==> config.mk <==
export PLATFORM = sky130hd
export DESIGN_NAME = conversor_bcd_binario
export DESIGN_NICKNAME = d
export VERILOG_FILES = /design/src/rtl/conversor_bcd_binario.sv
export SDC_FILE = /design/constraint.sdc
export NUM_CORES = 1
export LEC_CHECK = 0
export CORE_MARGIN = 10
export CORE_UTILIZATION = 24
export DETAILED_ROUTE_END_ITERATION = 8
export SLEW_MARGIN = 20
export SYNTH_ARGS = -nofsm -noshare
export SYNTH_HDL_FRONTEND = slang
export SYNTH_SLANG_ARGS = --single-unit
==> constraint.sdc <==
create_clock -name clk -period 4.5 [get_ports clk]
set_clock_uncertainty 0.2 [all_clocks]
set_input_delay 0.9 -clock clk [delete_from_list [all_inputs] [get_ports clk]]
set_output_delay 0.9 -clock clk [all_outputs]
set_load 0.03 [all_outputs]
==> src/rtl/conversor_bcd_binario.sv <==
// Serial BCD-to-binary converter (reverse double-dabble, one result bit per clock).
// Optional invalid-digit rejection is compiled in with `define BCD_CHECK_INVALID_EN.
module conversor_bcd_binario #(
  parameter int DIGITS = 2,
  parameter int BIN_W  = 7
) (
  input  logic                  clk,
  input  logic                  rst_n,
  input  logic                  start,
  input  logic [4*DIGITS-1:0]   bcd_in,
  output logic                  busy,
  output logic                  done,
  output logic [BIN_W-1:0]      bin_out,
  output logic                  erro
);

  localparam int BCD_W = 4 * DIGITS;
  localparam int SH_W  = BCD_W + BIN_W;
  localparam int CNT_W = $clog2(BIN_W + 1);
  localparam logic [CNT_W-1:0] LAST_CNT = CNT_W'(BIN_W - 1);

  typedef enum logic {
    IDLE  = 1'b0,
    SHIFT = 1'b1
  } state_t;

  state_t             state_q;
  logic [SH_W-1:0]    shreg_q;
  logic [SH_W-1:0]    shreg_d;
  logic [CNT_W-1:0]   cnt_q;
  logic               busy_q;
  logic               done_q;
  logic [BIN_W-1:0]   bin_out_q;
  logic               erro_q;
  logic               operand_bad;

  // One reverse double-dabble step: shift right, then pull every BCD field >= 8 back by 3.
  function automatic logic [SH_W-1:0] dabble_step(input logic [SH_W-1:0] v);
    logic [SH_W-1:0] s;
    s = v >> 1;
    for (int i = 0; i < DIGITS; i++) begin
      if (s[BIN_W + 4*i +: 4] >= 4'd8) begin
        s[BIN_W + 4*i +: 4] = s[BIN_W + 4*i +: 4] - 4'd3;
      end
    end
    return s;
  endfunction

`ifdef BCD_CHECK_INVALID_EN
  function automatic logic has_invalid_digit(input logic [BCD_W-1:0] v);
    logic bad;
    bad = 1'b0;
    for (int i = 0; i < DIGITS; i++) begin
      if (v[4*i +: 4] > 4'd9) begin
        bad = 1'b1;
      end
    end
    return bad;
  endfunction

  assign operand_bad = has_invalid_digit(bcd_in);
`else
  assign operand_bad = 1'b0;
`endif

  always_comb begin
    shreg_d = dabble_step(shreg_q);
  end

  always_ff @(posedge clk or negedge rst_n) begin
    if (!rst_n) begin
      state_q   <= IDLE;
      shreg_q   <= '0;
      cnt_q     <= '0;
      busy_q    <= 1'b0;
      done_q    <= 1'b0;
      bin_out_q <= '0;
      erro_q    <= 1'b0;
    end else begin
      done_q <= 1'b0;
      case (state_q)
        IDLE: begin
          if (start) begin
            if (operand_bad) begin
              // Rejected operand: report immediately without entering the shift phase.
              bin_out_q <= '0;
              erro_q    <= 1'b1;
              done_q    <= 1'b1;
            end else begin
              shreg_q <= {bcd_in, {BIN_W{1'b0}}};
              cnt_q   <= '0;
              busy_q  <= 1'b1;
              erro_q  <= 1'b0;
              state_q <= SHIFT;
            end
          end
        end
        SHIFT: begin
          shreg_q <= shreg_d;
          cnt_q   <= cnt_q + 1'b1;
          if (cnt_q == LAST_CNT) begin
            bin_out_q <= shreg_d[BIN_W-1:0];
            done_q    <= 1'b1;
            busy_q    <= 1'b0;
            state_q   <= IDLE;
          end
        end
        default: begin
          state_q <= IDLE;
          busy_q  <= 1'b0;
        end
      endcase
    end
  end

  assign busy    = busy_q;
  assign done    = done_q;
  assign bin_out = bin_out_q;
  assign erro    = erro_q;

endmodule
==> results of run 1 <==
## state kept, by name (all words and copies together) (netlist names)
name	flops
shreg_q	14
bin_out	7
state_q	1
cnt_q	3
done	1
busy	1
## stage by stage
step | power [mW] | util (%) | worst slack (ns)
6_report | 0.9586 | 29.68 | 2.091
5_1_grt | 1.037 | 29.68 | 2.044
4_1_cts | 0.9727 | 29.68 | 2.077
3_5_place_dp | 0.8368 | 28.80 | 1.843
3_3_place_gp | 0.8204 | 28.90 | 1.890
2_1_floorplan | 0.7282 | - | 2.772
## power by group through the flow
stage          Clock [mW]  Sequential [mW]  Combinational [mW]
2_1_floorplan           0            0.474               0.254
3_3_place_gp            0            0.452               0.368
3_5_place_dp            0            0.458               0.379
4_1_cts             0.140            0.453               0.380
5_1_grt             0.152            0.473               0.412
6_report            0.137            0.451               0.371
## worst paths after layout
kind,start,to,slack (ns),cells after the start
max,bin_out[0],bin_out[0],2.09,1
min in group asynchronous,rst_n,bin_out[1],0.43,1
min,busy,busy,0.29,1
max reg2reg,state_q,bin_out[0],2.55,3
max in group asynchronous,rst_n,cnt_q[0],3.28,1
min reg2reg,busy,busy,0.29,1
## kinds of logic (layout without fill, tap and decap cells)
logic type / Yosys count / after routing / share of synthesized area (%)
buf+inv: 11 / 28 / 6.312
compound gates: 16 / 16 / 8.717
xor+xnor: 2 / 2 / 1.403
mux: 18 / 18 / 15.43
other cells: 1 / 1 / 0.3003
fa+ha+maj: 4 / 4 / 4.008
simple gates: 21 / 21 / 9.720
flops: 27 / 27 / 54.11
## cell type report
cell class                 count  area (um^2)
sequential                    27        675.6
inverter                       5        18.77
timing repair buffer          19        185.2
tap                           70        87.58
clock buffer                   4        45.04
fill                         544         3568
multi-input combinational     62        494.2
## synthesized netlist by cell type (2+ instances only)
cell	number	area (um^2)
dfrtp_1	27	675.7
a22o_1	3	26.28
inv_1	3	11.26
nor2b_1	2	12.51
buf_6	4	45.04
inv_2	2	7.510
nor2_1	3	11.26
mux2i_1	11	110.1
ha_1	4	50.05
buf_4	2	15.01
mux2_2	6	67.56
o21ai_0	7	35.03
nand2b_1	5	31.28
nand2_1	8	30.03
## per-layer routing
layer,part of all wire (%),global-route usage [%]
met1,44,6.686
met2,47,8.824
met3,6.8,2.119
met4,2.0,3.085
met5,0,0
==> impl_metrics.py, run 1 <==
metrics = {
    "status": {
        "status": "finished clean",
    },
    "synth": {
        "async_flop_share_pct": 100.0,
        "yosysSeqAreaShare_pct": 54.11,
        "avgSynthCellArea_um2": 12.49,
        "syn-num-nets": 115,
        "synth_cells": 100,
        "ys_types": 27,
        "synth_enable_flop_cells": 0,
        "ys.flop_type": "dfrtp_1",
        "ys_warn_count": 0,
        "yosys_register_bits": 27,
        "syn_area_mm2": 0.001249,
    },
    "timing": {
        "min_period_over_period_pct": 53.53,
        "drv_slew": 0,
        "setup_viol": 0,
        "period_minus_slack_ns": 2.409,
        "slew_headroom_pct": 42.92,
        "max_clock_freq_ghz": 0.4152,
        "worst_pin_slew_ns": 0.8562,
        "rsz0062_at_grt": "false",
        "finalHoldWorstSlack_ns": 0.2947,
        "tns_ns": 0,
        "hold_viol": 0,
    },
    "power": {
        "p_leak_nw": 0.6715,
        "comb_power_share_pct": 38.7,
        "switching_share_pct": 37.27,
        "p_int_mw": 0.6014,
        "clkPwrFrac_pct": 14.3,
        "p_sw_mw": 0.3572,
        "ir_drop_mv": 0.1932,
        "p_per_area_mw_per_mm2": 636.3,
        "pwr-share-seq_pct": 47.0,
    },
    "clocking": {
        "numCtsBuffers": 3,
        "cts_tree": "yes",
        "clock_sinks": 27,
        "htreeDepth": 1,
        "insertion_delay_ns": 0.27,
        "clockBufferDepth": 2,
        "cts_hold_buf": 0,
        "cts_root_buffer": "clkbuf_8",
        "post_cts_buffers": 0,
        "cts_resized": 0,
        "clkSlewWorstSetupHoldPaths_ns": 0.09,
    },
    "flow_run": {
        "cap_violations": 0,
    },
    "critical_path": {
        "endpoint_kind": "output pin",
        "crit_family": "buffers and inverters",
        "worstSetupPathType": "reg -> out",
        "path_buf_inv": 1,
        "critPathLaunchType": "register",
        "cp_cell_sequence": "clkdlybuf4s50_1",
        "cp_slowest_cell": "clkdlybuf4s50_1",
        "arrival_ns": 1.31,
        "worst_ep_required_time_ns": 3.40,
        "cp_max_fo": 2,
        "critical_path.max_stage_delay_ns": 0.68,
    },
    "finish": {
        "final_cell_mix": "dfrtp_1, clkdlybuf4s50_1, mux2i_1, nand2_1, o21ai_0",
        "areaGrowthSynthToFinish_pct": 20.64,
        "antennaDiodeCount": 0,
        "drive_above_1_share_pct": 12.82,
        "final_common_cell": "dfrtp_1",
        "finalNonFillerCells": 187,
        "nets": 133,
        "fin_area_mm2": 0.001506,
    },
    "routing": {
        "post_drt_via_cell_ratio": 4.150,
        "dr.first_iter.drc_count": 31,
        "firstDrtPassIters": 3,
        "remaining_drc_errors": 0,
        "routedWlPerCell_um": 12.04,
        "route.vias.total": 776,
        "antenna_left": 0,
        "drt_wl_total_um": 2251,
    },
    "global_routing": {
        "antenna_found_initial": 0,
        "grt_pass1_wl_um": 3988,
        "grt_max_degree": 29,
        "track_usage_pct": 5.698,
        "overflow": 0,
        "grt_pass1_vias": 828,
    },
    "placement": {
        "hpwl_um": 1664,
        "place_area_mm2": 0.001461,
        "io_buffers": 19,
        "place_congestion": 0.7480,
        "place_inst": 183,
    },
    "die": {
        "core_area_mm2": 0.005075,
        "rows": 26,
        "ios": 21,
        "initial_core_util_pct": 24.61,
        "die_area_mm2": 0.008488,
        "die_h_um": 92.13,
        "die_w_um": 92.13,
    },
    "hold_path": {
        "hp-class": "reg -> reg",
    },
}
Power figures use the tool's default switching activity.
==> run 2: changes to the inputs <==
==> constraint.sdc (replaced) <==
create_clock -name clk -period 2.05 [get_ports clk]
set_clock_uncertainty 0.2 [all_clocks]
set_input_delay 0.41 -clock clk [delete_from_list [all_inputs] [get_ports clk]]
set_output_delay 0.41 -clock clk [all_outputs]
set_load 0.03 [all_outputs]
==> impl_metrics.py, run 2 (same netlist as run 1, synthesis figures left out) <==
metrics = {
    "critical_path": {
        "crit_family": "buffers and inverters",
        "worst_ep_required_time_ns": 1.44,
        "arrival_ns": 1.32,
        "cp_slowest_cell": "clkdlybuf4s50_1",
        "cp_max_fo": 2,
        "worstSetupPathType": "reg -> out",
        "critPathLaunchType": "register",
        "endpoint_kind": "output pin",
        "cp.depth": 1,
        "ff2ff_setup_slack_ns": 0.50,
        "reg2reg_depth": 5,
        "path_buf_inv": 1,
        "rr_startpoint": "cnt_q[0]",
        "critical_path.max_stage_delay_ns": 0.68,
        "reg2reg_to": "bin_out[0]",
        "cp_cell_sequence": "clkdlybuf4s50_1",
    },
    "hold_path": {
        "hp-class": "reg -> reg",
        "hold_path_depth": 1,
        "hp-start": "busy",
        "hold_end": "busy",
    },
    "clocking": {
        "cts_hold_buf": 0,
        "cts_root_buffer": "clkbuf_8",
        "clockBufferDepth": 2,
        "insertion_delay_ns": 0.27,
        "numCtsBuffers": 3,
        "post_cts_buffers": 0,
        "cts_resized": 0,
        "clkSlewWorstSetupHoldPaths_ns": 0.09,
        "clock_sinks": 27,
        "htreeDepth": 1,
        "cts_tree": "yes",
    },
    "timing": {
        "period_minus_slack_ns": 1.926,
        "min_period_over_period_pct": 93.96,
        "rsz0062_at_grt": "false",
        "finalHoldWorstSlack_ns": 0.2924,
        "hold_viol": 0,
        "drv_slew": 0,
        "max_clock_freq_ghz": 0.5192,
        "fin_ws_ns": 0.1239,
        "setup_viol": 0,
        "tns_ns": 0,
    },
    "power": {
        "p_per_area_mw_per_mm2": 1374,
        "comb_power_share_pct": 41.5,
        "p_sw_mw": 0.7868,
        "ir_drop_mv": 0.3985,
        "p_leak_nw": 0.6930,
        "p_int_mw": 1.333,
        "switching_share_pct": 37.12,
        "clkPwrFrac_pct": 14.1,
        "power_mw": 2.120,
        "pwr-share-seq_pct": 44.3,
    },
    "die": {
        "ios": 21,
        "die_h_um": 92.13,
        "initial_core_util_pct": 24.61,
        "die_w_um": 92.13,
        "die_area_mm2": 0.008488,
        "rows": 26,
        "core_area_mm2": 0.005075,
    },
    "routing": {
        "remaining_drc_errors": 0,
        "route.vias.total": 782,
        "post_drt_via_cell_ratio": 4.094,
        "routedWlPerCell_um": 11.97,
        "drt_wl_total_um": 2286,
        "antenna_left": 0,
        "dr.first_iter.drc_count": 30,
        "firstDrtPassIters": 4,
    },
    "finish": {
        "areaGrowthSynthToFinish_pct": 23.55,
        "post-route-util_pct": 30.40,
        "fin_area_mm2": 0.001543,
        "drive_above_1_share_pct": 15.70,
        "nFillCells": 519,
        "finalNonFillerCells": 191,
        "nets": 137,
        "largest_reg_flops": 14,
        "final_common_cell": "dfrtp_1",
        "antennaDiodeCount": 0,
        "final_cell_mix": "dfrtp_1, clkdlybuf4s50_1, mux2i_1, nand2_1, o21ai_0",
        "largest-register": "shreg_q",
    },
    "placement": {
        "place_area_mm2": 0.001496,
        "place_inst": 187,
        "post-place-ws_ns": 0.1271,
        "io_buffers": 19,
        "place_congestion": 0.7757,
        "hpwl_um": 1796,
    },
    "global_routing": {
        "overflow": 0,
        "grt_max_degree": 28,
        "grt_pass1_vias": 833,
        "antenna_found_initial": 0,
        "track_usage_pct": 5.732,
        "grt_pass1_wl_um": 4008,
    },
    "flow_run": {
        "cap_violations": 0,
    },
    "status": {
        "status": "finished clean",
    },
}
==> run 2: cell types whose count changed in the layout (fill, tap and decap cells not counted) <==
cell,previous run,this run
buf_4,0,4
buf_2,1,0
clkdlybuf4s50_1,18,19
clkbuf_1,1,0
clkinv_2,0,1
==> run 2: worst max-delay path by stage <==
stage,endpoint,slack (ns),startpoint
floorplan,bin_out[0],0.63,cnt_q[0]
global placement,shreg_q[10],0.19,start
detailed placement,shreg_q[8],0.13,start
CTS,bin_out[0],0.1,bin_out[0]
global route,bin_out[0],0.05,bin_out[0]
finish,bin_out[0],0.12,bin_out[0]
==> run 2: layer usage <==
metal  routed length (um)  track usage (%)  vias to the layer above
li1                     -                -                      377
met2                 1081            9.412                       16
met1                 1011            6.259                      385
met5                    0                0                        -
met4                   34            2.699                        0
met3                  160            2.445                        4
==> run 2: final cells by class <==
cell class	count	area [um^2]	area share [%]
sequential	27	675.6	43.80
multi-input combinational	62	494.2	32.04
timing repair buffer	23	220.2	14.27
tap	70	87.58	5.677
clock buffer	3	41.29	2.676
inverter	5	18.77	1.217
clock inverter	1	5.005	0.3244
==> run 2: power by group through the flow <==
stage	Clock [mW]	Sequential (mW)	Combinational [mW]
final	0.299	0.940	0.880
after floorplan	0	1.04	0.557
after detailed placement	0	0.956	0.905
after global placement	0	0.943	0.875
after CTS	0.310	0.944	0.908
after global routing	0.332	0.981	0.974
==> run 3: changes to the inputs <==
--- a/config.mk
+++ b/config.mk
@@ -6,8 +6,9 @@
 export NUM_CORES = 1
 export LEC_CHECK = 0
 export CORE_MARGIN = 10
-export CORE_UTILIZATION = 24
+export CORE_UTILIZATION = 40
 export DETAILED_ROUTE_END_ITERATION = 8
+export PLACE_DENSITY = 0.65
 export SLEW_MARGIN = 20
 export SYNTH_ARGS = -nofsm -noshare
 export SYNTH_HDL_FRONTEND = slang
==> impl_metrics.py, run 3 (same netlist as run 1, synthesis figures left out) <==
metrics = {
    "status": {
        "status": "finished clean",
    },
    "power": {
        "p_int_mw": 1.265,
        "p_sw_mw": 0.7718,
        "ir_drop_mv": 0.3776,
        "clkPwrFrac_pct": 11.2,
        "switching_share_pct": 37.90,
        "p_leak_nw": 0.6953,
        "pwr-share-seq_pct": 45.3,
        "comb_power_share_pct": 43.5,
        "p_per_area_mw_per_mm2": 1370,
    },
    "finish": {
        "antennaDiodeCount": 0,
        "final_common_cell": "dfrtp_1",
        "nets": 136,
        "finalNonFillerCells": 164,
        "final_cell_mix": "dfrtp_1, clkdlybuf4s50_1, mux2i_1, nand2_1, o21ai_0",
        "post-route-util_pct": 49.09,
        "nFillCells": 284,
        "largest_reg_flops": 14,
        "drive_above_1_share_pct": 15.00,
        "areaGrowthSynthToFinish_pct": 19.04,
        "largest-register": "shreg_q",
    },
    "critical_path": {
        "cp_cell_sequence": "clkdlybuf4s50_1",
        "reg2reg_to": "bin_out[0]",
        "cp_max_fo": 2,
        "ff2ff_setup_slack_ns": 0.54,
        "rr_startpoint": "cnt_q[0]",
        "worst_ep_required_time_ns": 1.44,
        "critPathLaunchType": "register",
        "path_buf_inv": 1,
        "worstSetupPathType": "reg -> out",
        "critical_path.max_stage_delay_ns": 0.67,
        "critPathLaunch": "bin_out[6]",
        "reg2reg_depth": 5,
        "arrival_ns": 1.37,
        "cp_slowest_cell": "clkdlybuf4s50_1",
        "endpoint_kind": "output pin",
        "crit_family": "buffers and inverters",
    },
    "die": {
        "ios": 21,
        "die_w_um": 75.87,
        "rows": 20,
        "initial_core_util_pct": 41.24,
        "core_area_mm2": 0.003028,
        "die_h_um": 75.87,
        "die_area_mm2": 0.005756,
    },
    "global_routing": {
        "overflow": 0,
        "track_usage_pct": 7.906,
        "grt_pass1_vias": 800,
        "grt_pass1_wl_um": 3574,
        "antenna_found_initial": 0,
        "grt_max_degree": 28,
    },
    "routing": {
        "routedWlPerCell_um": 12.82,
        "firstDrtPassIters": 4,
        "antenna_left": 0,
        "remaining_drc_errors": 0,
        "drt_wl_total_um": 2102,
        "route.vias.total": 758,
        "post_drt_via_cell_ratio": 4.622,
        "dr.first_iter.drc_count": 16,
    },
    "timing": {
        "min_period_over_period_pct": 96.48,
        "fin_ws_ns": 0.07209,
        "max_clock_freq_ghz": 0.5056,
        "setup_viol": 0,
        "period_minus_slack_ns": 1.978,
        "hold_viol": 0,
        "rsz0062_at_grt": "false",
        "drv_slew": 0,
        "tns_ns": 0,
    },
    "clocking": {
        "clock_sinks": 27,
        "cts_tree": "yes",
        "insertion_delay_ns": 0.32,
        "clockBufferDepth": 2,
        "cts_root_buffer": "clkbuf_4",
        "htreeDepth": 1,
        "clkSlewWorstSetupHoldPaths_ns": 0.15,
        "cts_hold_buf": 0,
        "numCtsBuffers": 3,
    },
    "flow_run": {
        "cap_violations": 0,
    },
    "placement": {
        "hpwl_um": 1557,
        "place_inst": 160,
        "post-place-ws_ns": 0.2539,
        "io_buffers": 19,
        "place_congestion": 0.6797,
    },
    "hold_path": {
        "hp-class": "in -> async",
    },
}
## run 3: layout make-up
type                            count  area [um^2]  share of cell area, %
Sequential cell                    27        675.6                  45.45
Inverter                            5        18.77                  1.263
Clock buffer                        3        22.52                  1.515
Tap cell                           44        55.05                  3.704
Timing Repair Buffer               22        215.2                  14.48
Clock inverter                      1        5.005                 0.3367
Multi-Input combinational cell     62        494.2                  33.25
## run 3: timing repair
item	in CTS	in global routing
buffers inserted	0	0
endpoints found under the hold margin	0	0
gates resized for setup	0	1
endpoints found under the setup margin	0	1
## run 3: worst max-delay path by stage
| stage | endpoint | slack, ns | cells past startpoint |
|---|---|---|---|
| after floorplan | bin_out[0] | 0.63 | 5 |
| after global placement | cnt_q[2] | 0.29 | 4 |
| after detailed placement | cnt_q[2] | 0.25 | 4 |
| after CTS | bin_out[0] | 0.04 | 1 |
| after global routing | bin_out[6] | 0.002 | 1 |
| final | bin_out[6] | 0.07 | 1 |
## run 3: routing by layer
metal | GRT usage [%] | up-vias | wire length (um)
met1 | 9.822 | 366 | 1004
li1 | - | 374 | -
met5 | 0 | - | 0
met2 | 12.74 | 16 | 978
met3 | 2.474 | 2 | 112
met4 | 2.474 | 0 | 6
## run 3: power groups by stage
stage | clock, mW | sequential [mW] | combinational (mW)
2_1_floorplan | 0 | 1.04 | 0.557
3_5_place_dp | 0 | 0.942 | 0.907
6_report | 0.227 | 0.923 | 0.886
5_1_grt | 0.259 | 0.961 | 0.985
3_3_place_gp | 0 | 0.936 | 0.884
4_1_cts | 0.236 | 0.930 | 0.906
## run 3: per-stage QoR
| step | power, mW | hold slack [ns] | area, um^2 |
|---|---|---|---|
| after CTS | 2.072 | 0.2494 | 1484 |
| after global placement | 1.819 | 0.2680 | 1456 |
| after global routing | 2.205 | 0.2773 | 1486 |
| final | 2.036 | 0.2475 | 1486 |
| after floorplan | 1.598 | -0.08559 | 1249 |
| after detailed placement | 1.849 | 0.2792 | 1456 |
